$ cat src/rtl/des_pkg.sv
// rtl/des_pkg.sv - shared widths and state encodings for the DES CBC feeder
package des_pkg;
    localparam int DES_BLK_W  = 64;
    localparam int DES_WORD_W = 32;

    localparam logic [2:0] S_HI    = 3'd0;
    localparam logic [2:0] S_LO    = 3'd1;
    localparam logic [2:0] S_START = 3'd2;
    localparam logic [2:0] S_WAIT  = 3'd3;
    localparam logic [2:0] S_OUT   = 3'd4;
endpackage

$ cat src/rtl/des_word_pack.sv
// rtl/des_word_pack.sv - packs two 32-bit words (high first) into one 64-bit block
module des_word_pack
    import des_pkg::*;
(
    input  logic                  clk,
    input  logic                  rst_n,
    input  logic [DES_WORD_W-1:0] s_data,
    input  logic                  s_valid,
    output logic                  s_ready,
    input  logic                  blk_done,
    output logic                  hi_fire,
    output logic [DES_BLK_W-1:0]  blk,
    output logic                  blk_valid
);
    logic                  phase_q, phase_d;
    logic                  hold_q, hold_d;
    logic [DES_WORD_W-1:0] hi_q, hi_d;
    logic                  s_ready_q;
    logic                  fire;

    assign fire      = s_valid & s_ready_q;
    assign hi_fire   = fire & ~phase_q;
    assign blk_valid = fire & phase_q;
    assign blk       = {hi_q, s_data};
    assign s_ready   = s_ready_q;

    // Input stays closed from the low word until the controller hands the block back.
    always_comb begin
        phase_d = phase_q;
        hold_d  = hold_q;
        hi_d    = hi_q;
        if (hi_fire) begin
            hi_d    = s_data;
            phase_d = 1'b1;
        end
        if (blk_valid) begin
            phase_d = 1'b0;
            hold_d  = 1'b1;
        end
        if (blk_done) begin
            hold_d = 1'b0;
        end
    end

    always_ff @(posedge clk) begin
        if (!rst_n) begin
            phase_q   <= 1'b0;
            hold_q    <= 1'b0;
            hi_q      <= '0;
            s_ready_q <= 1'b0;
        end else begin
            phase_q   <= phase_d;
            hold_q    <= hold_d;
            hi_q      <= hi_d;
            s_ready_q <= ~hold_d;
        end
    end
endmodule

$ cat src/rtl/des_cbc_feeder.sv
// rtl/des_cbc_feeder.sv - ECB/CBC chaining front end that feeds one block at a time to DES_top
module des_cbc_feeder
    import des_pkg::*;
#(
    parameter int TIMEOUT_CYC = 64
) (
    input  logic                  clk,
    input  logic                  rst_n,
    input  logic                  cfg_dec,
    input  logic                  cfg_cbc,
    input  logic                  iv_load,
    input  logic [DES_BLK_W-1:0]  iv,
    input  logic [DES_WORD_W-1:0] s_data,
    input  logic                  s_valid,
    output logic                  s_ready,
    output logic [DES_BLK_W-1:0]  m_data,
    output logic                  m_valid,
    input  logic                  m_ready,
    output logic [DES_BLK_W-1:0]  core_din,
    output logic                  core_start,
    output logic                  core_mode,
    input  logic [DES_BLK_W-1:0]  core_dout,
    input  logic                  core_valid,
    output logic                  busy,
    output logic                  err
);
    localparam int TMR_W = $clog2(TIMEOUT_CYC + 1);

    logic [2:0]           state_q, state_d;
    logic                 dec_q, dec_d, cbc_q, cbc_d;
    logic [DES_BLK_W-1:0] chain_q, chain_d, blk_q, blk_d;
    logic [DES_BLK_W-1:0] din_q, din_d, mdata_q, mdata_d;
    logic [TMR_W-1:0]     timer_q, timer_d;
    logic                 err_q, err_d;
    logic                 hi_fire, blk_valid, timeout, blk_done;
    logic [DES_BLK_W-1:0] pack_blk;

    des_word_pack u_pack (
        .clk       (clk),
        .rst_n     (rst_n),
        .s_data    (s_data),
        .s_valid   (s_valid),
        .s_ready   (s_ready),
        .blk_done  (blk_done),
        .hi_fire   (hi_fire),
        .blk       (pack_blk),
        .blk_valid (blk_valid)
    );

    // Expiry is timed so err is visible exactly TIMEOUT_CYC cycles after the start pulse.
    assign timeout  = (state_q == S_WAIT) && !core_valid && (timer_q == TMR_W'(TIMEOUT_CYC - 2));
    assign blk_done = ((state_q == S_OUT) && m_ready) || timeout;

    always_ff @(posedge clk) begin
        if (!rst_n) state_q <= S_HI;
        else        state_q <= state_d;
    end

    always_comb begin
        state_d = state_q;
        case (state_q)
            S_HI:    if (hi_fire) state_d = S_LO;
            S_LO:    if (blk_valid) state_d = S_START;
            S_START: state_d = S_WAIT;
            S_WAIT:  if (core_valid) state_d = S_OUT;
                     else if (timeout) state_d = S_HI;
            S_OUT:   if (m_ready) state_d = S_HI;
            default: state_d = S_HI;
        endcase
    end

    always_comb begin
        core_start = (state_q == S_START);
        m_valid    = (state_q == S_OUT);
        busy       = (state_q != S_HI);
    end

    always_comb begin
        dec_d   = dec_q;
        cbc_d   = cbc_q;
        chain_d = chain_q;
        blk_d   = blk_q;
        din_d   = din_q;
        mdata_d = mdata_q;
        timer_d = timer_q;
        err_d   = err_q;
        case (state_q)
            S_HI: begin
                if (iv_load) begin
                    chain_d = iv;
                    err_d   = 1'b0;
                end
                if (hi_fire) begin
                    dec_d = cfg_dec;
                    cbc_d = cfg_cbc;
                end
            end
            S_LO: begin
                if (blk_valid) begin
                    blk_d = pack_blk;
                    din_d = (cbc_q && !dec_q) ? (pack_blk ^ chain_q) : pack_blk;
                end
            end
            S_START: timer_d = '0;
            S_WAIT: begin
                if (core_valid) begin
                    if (!dec_q) begin
                        mdata_d = core_dout;
                        if (cbc_q) chain_d = core_dout;
                    end else begin
                        mdata_d = cbc_q ? (core_dout ^ chain_q) : core_dout;
                        if (cbc_q) chain_d = blk_q;
                    end
                end else if (timeout) begin
                    err_d = 1'b1;
                end
                if (timer_q != {TMR_W{1'b1}}) timer_d = timer_q + 1'b1;
            end
            default: ;
        endcase
    end

    always_ff @(posedge clk) begin
        if (!rst_n) begin
            dec_q   <= 1'b0;
            cbc_q   <= 1'b0;
            chain_q <= '0;
            blk_q   <= '0;
            din_q   <= '0;
            mdata_q <= '0;
            timer_q <= '0;
            err_q   <= 1'b0;
        end else begin
            dec_q   <= dec_d;
            cbc_q   <= cbc_d;
            chain_q <= chain_d;
            blk_q   <= blk_d;
            din_q   <= din_d;
            mdata_q <= mdata_d;
            timer_q <= timer_d;
            err_q   <= err_d;
        end
    end

    assign core_din  = din_q;
    assign core_mode = dec_q;
    assign m_data    = mdata_q;
    assign err       = err_q;
endmodule

$ cat config.mk
export PLATFORM = sky130hd
export DESIGN_NAME = des_cbc_feeder
export DESIGN_NICKNAME = d
export VERILOG_FILES = /design/src/rtl/des_pkg.sv /design/src/rtl/des_word_pack.sv /design/src/rtl/des_cbc_feeder.sv
export SDC_FILE = /design/constraint.sdc
export NUM_CORES = 1
export LEC_CHECK = 0
export CORE_MARGIN = 5
export CORE_UTILIZATION = 45
export CTS_CLUSTER_DIAMETER = 60
export DETAILED_ROUTE_END_ITERATION = 6
export PLACE_DENSITY_LB_ADDON = 0.15
export SLEW_MARGIN = 20
export SYNTH_ARGS = -nofsm -noshare
export SYNTH_HDL_FRONTEND = slang
export SYNTH_SLANG_ARGS = --single-unit
export TNS_END_PERCENT = 50
$ cat constraint.sdc
create_clock -name clk -period 1.7 [get_ports clk]
set_clock_uncertainty 0.15 [all_clocks]
set_input_delay 0.17 -clock clk [delete_from_list [all_inputs] [get_ports clk]]
set_output_delay 0.17 -clock clk [all_outputs]
set_load 0.1 [all_outputs]
==> results of run 1 <==
==> area by class of cell <==
class | count | area [um^2] | area share, %
Clock inverter | 8 | 73.82 | 0.3253
Multi-Input combinational cell | 1210 | 7919 | 34.90
Antenna cell | 1 | 2.502 | 0.01103
Clock buffer | 50 | 1055 | 4.648
Sequential cell | 304 | 6106 | 26.91
Tap cell | 396 | 495.5 | 2.183
Inverter | 6 | 32.53 | 0.1434
Timing Repair Buffer | 453 | 7009 | 30.89
==> registers in the layout, indices dropped and copies added (netlist names) <==
| register | flops |
|---|---|
| core_din | 64 |
| u_pack.hold_q | 1 |
| chain_q | 64 |
| core_mode | 1 |
| m_data | 64 |
| blk_q | 64 |
| u_pack.phase_q | 1 |
| err | 1 |
| u_pack.s_ready | 1 |
| timer_q | 7 |
| u_pack.hi_q | 32 |
| state_q | 3 |
| cbc_q | 1 |
==> worst max-delay path, delay by kind of cell, from the launching register on <==
kind | cells | cell delay, ps
AOI/OAI and AO/OA | 3 | 460
buffers and inverters | 2 | 370
DFF | 1 | 370
and+or+nand+nor | 1 | 440
==> cell usage in the layout, fill, tap and decap left out, drive strengths merged, types with 68 or more instances in the layout <==
cell           Yosys  layout
a211oi           128     128
a21oi            169     169
buf               62     264
clkbuf            88      72
clkdlybuf4s50      0     167
dfxtp            304     304
mux2i             68      68
nand2            334     334
nand3             70      70
nor2             137     137
xor2             128     128
==> cells by family (layout without fill, tap and decap cells) <==
logic type      after synthesis  count (layout)
other cells                   0               1
flops                       304             304
buf+inv                     156             517
simple gates                634             634
compound gates              377             377
mux                          68              68
fa+ha+maj                     2               2
xor+xnor                    129             129
==> timing repair <==
action,in CTS,in global routing
resized for setup,118,200
setup buffers,27,7
gates cloned,21,23
setup endpoints to repair,236,265
pin swaps,85,65
==> worst min-delay path by stage <==
stage               depth (start not counted)                endpoint  slack (ps)
global placement                            2  blk_q[16]$_SDFFE_PN0P_         290
global route                                3  core_mode$_SDFFE_PN0P_         100
detailed placement                          2  blk_q[21]$_SDFFE_PN0P_         300
floorplan                                   2   blk_q[0]$_SDFFE_PN0P_         160
CTS                                         3  core_mode$_SDFFE_PN0P_          90
finish                                      3  core_mode$_SDFFE_PN0P_          80
==> where the power goes <==
part | switching [mW] | total [mW] | leakage [nW] | internal [mW]
logic | 1.32 | 2.44 | 4.82 | 1.12
registers | 0.202 | 7.52 | 2.47 | 7.32
clock network | 3.05 | 7.51 | 0.554 | 4.46
total | 4.57 | 17.5 | 7.84 | 12.9
==> metal layers <==
layer  vias up  routed length, um  track usage, %
li1       6458                  -               -
met1      6796              22090           36.93
met2       734              26020           44.84
met3       117               5485           7.797
met4         0               1780           9.777
met5         -                  0               0
==> impl_metrics.toml, run 1 <==
[worst_setup_path]
rr_endpoint = "chain_q[22]$_SDFFE_PN0P_"
reg2reg_setup_slack_ps = -180
timing.critical_path.to_type = "flop"
max_stage_delay_ps = 440
cp-endpoint = "chain_q[22]$_SDFFE_PN0P_"
regToRegStartpoint = "state_q[0]$_SDFFE_PN0P_"
crit_path_start_kind = "flop"
critPathKind = "reg2reg"
r2r.worst_path.cells = 6
crit_path_max_fanout = 11
crit_required_ps = 1990
setup.worst_path.start = "state_q[0]$_SDFFE_PN0P_"
worstPathCellList = "or3b_1 -> a21oi_4 -> buf_12 -> clkbuf_16 -> o211ai_1 -> a21oi_1"
crit_slowest_cell = "sky130_fd_sc_hd__or3b_1"
arrival_ps = 2170

[detailed_routing]
drcViolationCount = 0
routed_wl_um = 55380
detailroute.via_count = 14105
wl_per_cell_um = 22.81
drt.antenna.violating_nets = 0
routed_via_density = 5.809
firstDrtPassIters = 5
dr.first_iter.drc_count = 1430

[synthesis]
yosysTopAreaCellShare_pct = 44.02
syn-num-nets = 1840
yosys-mux-area-fraction_pct = 4.923
postSynthAreaPerCell_um2 = 8.279
ys_seq_elements = 304
netlist-cell-type-count = 41
synth.cells.most_frequent = "sky130_fd_sc_hd__nand2_1 (334), sky130_fd_sc_hd__dfxtp_1 (304), sky130_fd_sc_hd__a21oi_1 (168)"
synth_warnings = 0
synthCells = 1670
ys_async_sr_fraction_pct = 0
netlist_top_cells_area = "sky130_fd_sc_hd__dfxtp_1 (44%), sky130_fd_sc_hd__nand2_1 (9.1%), sky130_fd_sc_hd__xor2_1 (8.1%), sky130_fd_sc_hd__a211oi_1 (7.0%), sky130_fd_sc_hd__a21oi_1 (6.1%)"
synth_compound_area_share_pct = 17.47
syn-cell-area_mm2 = 0.01383
area_share_of_fa_ha_maj_cells_after_synthesis_pct = 0.1810
synthSimpleGateAreaFrac_pct = 20.24
synth_top_cell_by_area = "sky130_fd_sc_hd__dfxtp_1"
synth_most_common_cell = "sky130_fd_sc_hd__nand2_1"
commonest_register_cell_after_synthesis = "sky130_fd_sc_hd__dfxtp_1"
synth-edff-count = 0
seq_area_frac_synth_pct = 44.02
dominant_combinational_cell_family_by_area_after_synthesis = "simple AND/OR/NAND/NOR gates"
yosys.area_share.xor_xnor_pct = 8.172

[cells_and_area]
post_layout_nonfiller_instances = 2428
layout-drive-gt1-share_pct = 25.95
fin_nets = 2181
postLayoutCoreUtil_pct = 74.58
n_fill_cell = 2067
areaGrowthSynthToFinish_pct = 64.14
finish.instance_area_mm2 = 0.02269

[timing]
max_clock_freq_ghz = 0.5308
setup_slack_ps = -184.1
setup_viol = 261
timing.setup.tns_ps = -22660
hold_viol_final = 0
tightest_slew_ps = 401.7
rsz_0062_raised_after_global_routing = "true"
timing.final.max_slew_violations = 0
slew_headroom_pct = 73.22
min_period_over_period_pct = 110.8
post-route-min-period_ps = 1884
final.hold.worst_slack_ps = 84.40

[placement]
dpl.hpwl_um = 31680
gp_congestion = 0.8528
place.port_buffers = 301
dpl.cell_count = 2296
placement.setup.worst_slack_ps = -473.1
placed_area_mm2 = 0.01901

[floorplanning]
num_io_pins = 302
die_height_um = 185.3
design.die.area_mm2 = 0.03433
die_width_um = 185.3
num_rows = 64
core-area_mm2 = 0.03043
floorplan.initialDensity_pct = 45.44

[clocking]
postCtsHoldBufs = 0
clkTransAtPathRegs_ps = 60
tritoncts_clock_tree = "built"
cts_num_sinks = 304
clock_buffer_count_from_cts = 36
worstSkewPairLatency_ps = 520
ctsLongestPathBuffers = 3
clockRootBuffer = "sky130_fd_sc_hd__clkbuf_16"
htreeDepth = 2

[run]
maxCapViolCount = 0

[grt]
wire_length_of_the_first_global_routing_pass_um = 76270
first_global_vias = 13199
globalRouteTotalUtil_pct = 28.17
congestion_overflow_gr = 0
grt_start_max_net_pins = 75
antenna_found_initial = 1

[worst_hold_path]
worst_hold_startpoint = "cfg_dec"
hold_class = "in2reg"

[power]
ir_drop_mv = 0.6803
power.static_leakage_nw = 7.844
power_density_mw_per_mm2 = 769.6
p_total_mw = 17.46

[outcome]
failed_checks = "negative setup slack"
run_status = "finished with violations"
Power figures use the tool's default switching activity.
==> inputs of run 2 (changes only) <==
==> constraint.sdc (replaced) <==
create_clock -name clk -period 1.95 [get_ports clk]
set_clock_uncertainty 0.15 [all_clocks]
set_input_delay 0.195 -clock clk [delete_from_list [all_inputs] [get_ports clk]]
set_output_delay 0.195 -clock clk [all_outputs]
set_load 0.1 [all_outputs]
==> run 2 against run 1 <==
Net effect:
- the run now ends clean
- first-iteration DRC count fell by 42%
- power is 16% lower
- hold slack improved by 19 ps
- sequential power shrank 13%
- final cell count down 3.6%
- via count fell by 10%
- non-clock buffer count shrank 89
- largest cell class unchanged
- largest power group unchanged
==> impl_metrics.toml, run 2 (same netlist as run 1, synthesis figures left out) <==
[timing]
setup_viol = 0
rsz_0062_raised_after_global_routing = "false"
timing.final.max_slew_violations = 0
max_clock_freq_ghz = 0.5305
hold_viol_final = 0
setup_slack_ps = 65.10
tightest_slew_ps = 450.9
min_period_over_period_pct = 96.66
post-route-min-period_ps = 1885
timing.setup.tns_ps = 0
slew_headroom_pct = 69.67

[detailed_routing]
dr.first_iter.drc_count = 832
drt.antenna.violating_nets = 0
drcViolationCount = 0
routed_wl_um = 43770
wl_per_cell_um = 18.71
firstDrtPassIters = 5
detailroute.via_count = 12691
routed_via_density = 5.424

[floorplanning]
die_height_um = 185.3
core-area_mm2 = 0.03043
num_io_pins = 302
floorplan.initialDensity_pct = 45.44
num_rows = 64
die_width_um = 185.3
design.die.area_mm2 = 0.03433

[power]
power.static_leakage_nw = 6.239
power_density_mw_per_mm2 = 795.1
p_total_mw = 14.73
ir_drop_mv = 0.6500

[clocking]
clkTransAtPathRegs_ps = 60
clock_buffer_count_from_cts = 35
tritoncts_clock_tree = "built"
postCtsHoldBufs = 0
clockRootBuffer = "sky130_fd_sc_hd__clkbuf_16"
ctsLongestPathBuffers = 3
htreeDepth = 2
cts_num_sinks = 304
worstSkewPairLatency_ps = 500

[grt]
first_global_vias = 12088
grt_start_max_net_pins = 70
congestion_overflow_gr = 0
wire_length_of_the_first_global_routing_pass_um = 65840
antenna_found_initial = 0
globalRouteTotalUtil_pct = 23.86

[cells_and_area]
layout-drive-gt1-share_pct = 13.84
n_fill_cell = 2689
num_antenna_cells = 0
sequential_cell_area_mm2 = 0.006101
most_common_cell_after_layout_fill_and_taps_aside = "sky130_fd_sc_hd__nand2_1"
final_cell_mix = "sky130_fd_sc_hd__nand2_1 (334), sky130_fd_sc_hd__dfxtp_1 (300), sky130_fd_sc_hd__a21oi_1 (168)"
multi_input_comb_area_mm2 = 0.007117
postLayoutCoreUtil_pct = 60.89
fin_nets = 2091
areaGrowthSynthToFinish_pct = 34.02

[worst_setup_path]
critPathKind = "reg2out"
crit_path_max_fanout = 7
regToRegStartpoint = "state_q[2]$_SDFFE_PN0P_"
rr_endpoint = "core_din[54]$_SDFFE_PN0P_"
crit_path_start_kind = "flop"
crit_required_ps = 1600
arrival_ps = 1540
timing.critical_path.to_type = "output port"
reg2reg_setup_slack_ps = 110
r2r.worst_path.cells = 6

[placement]
placement.setup.worst_slack_ps = -197.7
gp_congestion = 0.8076
dpl.hpwl_um = 30320
place.port_buffers = 301

[run]
maxCapViolCount = 0

[worst_hold_path]
holdPathStages = 3
holdPathEnd = "cbc_q$_SDFFE_PN0P_"
hold_class = "in2reg"
worst_hold_startpoint = "cfg_cbc"

[outcome]
run_status = "complete, no violations"
run 2: power breakdown:
group | internal, mW | switching (mW)
registers | 6.38 | 0.165
clock network | 3.89 | 2.53
logic | 0.793 | 0.980
run 2: area by class of cell:
cell class	count	share of cell area (%)
inverters	6	0.1621
flip-flops and latches	304	32.93
clock buffers	53	5.753
multi-input cells	1210	38.41
repair buffers	364	19.74
clock inverters	7	0.3376
well taps	396	2.674
run 2: repair_timing:
item	4_1_cts	5_1_grt
setup buffers	1	5
gates cloned	0	2
pin swaps	2	3
resized for setup	7	13
endpoints found under the setup margin	4	42
run 2: per-stage QoR:
step | area (um^2) | std cells | hold WS, ps
floorplan | 13830 | 1670 | 181.0
global placement | 17210 | 2272 | 292.4
detailed placement | 17210 | 2272 | 297.2
CTS | 18370 | 2333 | 85.36
global route | 18530 | 2340 | 103.7
finish | 18530 | 2340 | 103.3
run 2: worst max-delay path by stage:
stage	from	slack [ps]	cells after the start	endpoint
3_3_place_gp	s_valid	-160	8	core_din[49]$_SDFFE_PN0P_
4_1_cts	state_q[0]$_SDFFE_PN0P_	-3	4	m_valid
2_1_floorplan	state_q[1]$_SDFFE_PN0P_	-6	5	timer_q[6]$_SDFFE_PN0P_
3_5_place_dp	s_valid	-200	8	core_din[59]$_SDFFE_PN0P_
6_report	state_q[1]$_SDFFE_PN0P_	70	4	m_valid
5_1_grt	state_q[0]$_SDFFE_PN0P_	4	4	busy
run 2: worst max-delay path: stages (launching register included):
cell                      delay, ps
sky130_fd_sc_hd__dfxtp_4        380
sky130_fd_sc_hd__buf_4          170
sky130_fd_sc_hd__nor2_1         130
sky130_fd_sc_hd__and2_4         190
sky130_fd_sc_hd__buf_12         170
run 2: routing by layer:
metal,part of all wire [%],vias to the layer above,global-route usage [%]
met3,6.8,64,4.399
met4,2.7,0,7.428
met2,46,412,38.55
met5,0,-,0
li1,-,6269,-
met1,44,5946,32.50
==> inputs of run 3 (changes only) <==
--- a/config.mk
+++ b/config.mk
@@ -9,8 +9,8 @@
 export CORE_UTILIZATION = 45
 export CTS_CLUSTER_DIAMETER = 60
 export DETAILED_ROUTE_END_ITERATION = 6
+export DONT_BUFFER_PORTS = 1
 export PLACE_DENSITY_LB_ADDON = 0.15
-export SLEW_MARGIN = 20
 export SYNTH_ARGS = -nofsm -noshare
 export SYNTH_HDL_FRONTEND = slang
 export SYNTH_SLANG_ARGS = --single-unit
==> run 3 against run 2 <==
Net effect:
- wire length is 2.4% higher
- largest cell class unchanged
- core utilization is essentially flat
- combinational power is 6% lower
==> impl_metrics.toml, run 3 (same netlist as run 1, synthesis figures left out) <==
[outcome]
run_status = "complete, no violations"

[grt]
first_global_vias = 12101
antenna_found_initial = 6
congestion_overflow_gr = 0
grt_start_max_net_pins = 96
wire_length_of_the_first_global_routing_pass_um = 67540
globalRouteTotalUtil_pct = 24.41

[detailed_routing]
detailroute.via_count = 12671
routed_wl_um = 44840
dr.first_iter.drc_count = 797
wl_per_cell_um = 19.10
drt.antenna.violating_nets = 0
firstDrtPassIters = 7
routed_via_density = 5.399
drcViolationCount = 0

[timing]
final.hold.worst_slack_ps = 93.75
tightest_slew_ps = 649.6
slew_headroom_pct = 56.69
post-route-min-period_ps = 1895
hold_viol_final = 0
timing.final.max_slew_violations = 0
min_period_over_period_pct = 97.17
setup_viol = 0
max_clock_freq_ghz = 0.5278
timing.setup.tns_ps = 0

[placement]
dpl.hpwl_um = 29690
gp_congestion = 0.8045
dpl.cell_count = 2103
placed_area_mm2 = 0.01542
place.port_buffers = 0

[worst_setup_path]
crit_path_start_kind = "flop"
cp.buffers_inverters = 2
crit_required_ps = 1600
crit_slowest_cell = "sky130_fd_sc_hd__dfxtp_2"
worstPathCellList = "buf_4 -> nand2b_4 -> nor2_4 -> buf_12"
worst_path_dominant_cell_family = "flip-flops"
critPathKind = "reg2out"
max_stage_delay_ps = 370
timing.critical_path.to_type = "output port"
crit_path_max_fanout = 9
arrival_ps = 1550

[power]
power_density_mw_per_mm2 = 817.3
ir_drop_mv = 0.6287
power.static_leakage_nw = 6.309

[cells_and_area]
most_common_cell_after_layout_fill_and_taps_aside = "sky130_fd_sc_hd__nand2_1"
finish.instance_area_mm2 = 0.01852
final_cell_mix = "sky130_fd_sc_hd__nand2_1 (334), sky130_fd_sc_hd__dfxtp_1 (299), sky130_fd_sc_hd__a21oi_1 (168)"
areaGrowthSynthToFinish_pct = 33.96
fin_nets = 2092
postLayoutCoreUtil_pct = 60.86
post_layout_nonfiller_instances = 2347
layout-drive-gt1-share_pct = 14.07

[clocking]
htreeDepth = 2
clockRootBuffer = "sky130_fd_sc_hd__clkbuf_16"
cts_num_sinks = 304
tritoncts_clock_tree = "built"
worstSkewPairLatency_ps = 500
clkTransAtPathRegs_ps = 60
ctsLongestPathBuffers = 3
clock_buffer_count_from_cts = 37

[floorplanning]
num_io_pins = 302
core-area_mm2 = 0.03043
num_rows = 64
design.die.area_mm2 = 0.03433
floorplan.initialDensity_pct = 45.44
die_width_um = 185.3
die_height_um = 185.3

[worst_hold_path]
hold_class = "in2reg"

[run]
maxCapViolCount = 0
==> run 3: final timing paths <==
kind	start	end	slack, ps	cells after the start
setup / recovery	state_q[2]$_SDFFE_PN0P_	core_start	60	4
setup reg to reg	state_q[1]$_SDFFE_PN0P_	chain_q[17]$_SDFFE_PN0P_	70	5
hold / removal	core_valid	m_data[63]$_SDFFE_PN0N_	90	4
hold reg to reg	blk_q[0]$_SDFFE_PN0P_	blk_q[0]$_SDFFE_PN0P_	300	2
==> run 3: stage by stage <==
stage / total power [mW] / worst slack [ps]
final: 15.14 / 55.24
after global placement: 7.907 / 156.2
after CTS: 15.25 / -58.89
after detailed placement: 7.925 / 111.7
after floorplan: 7.572 / -5.514
after global routing: 15.68 / -13.79
==> run 3: layout make-up <==
class	instances	area, um^2
Fill cell	2650	11910
Tap cell	396	495.5
Timing Repair Buffer	363	3548
Clock buffer	55	1134
Multi-Input combinational cell	1210	7097
Antenna cell	3	7.507
Inverter	6	30.03
Sequential cell	304	6100
Clock inverter	10	108.9
==> run 3: what timing repair did <==
item | CTS | global route
endpoints found under the hold margin | 252 | 0
hold buffers | 167 | 0
gates resized for setup | 5 | 11
endpoints found under the setup margin | 4 | 39
buffers inserted | 2 | 4
pin swaps | 1 | 3
gates cloned | 0 | 3
==> run 3: worst reg2reg max path: cells and delay by family (launching register included) <==
kind	cells	cell delay (ps)
AOI/OAI and AO/OA	3	600
and+or+nand+nor	1	430
DFF	1	370
buffers and inverters	1	260
==> run 3: layer usage <==
| layer | wire (um) | global-route usage, % | share of wire [%] |
|---|---|---|---|
| met5 | 51 | 0 | 0.11 |
| met4 | 1190 | 7.457 | 2.7 |
| met3 | 3240 | 5.911 | 7.2 |
| met2 | 20980 | 40.69 | 47 |
| met1 | 19370 | 31.38 | 43 |
==> run 3: where the power goes <==
group          switching, mW  leakage [nW]  internal [mW]  total, mW
sequential             0.157          2.47           6.38       6.54
clock                   2.65         0.619           4.28       6.93
combinational          0.983          3.22          0.690       1.67
total                   3.79          6.31           11.3       15.1
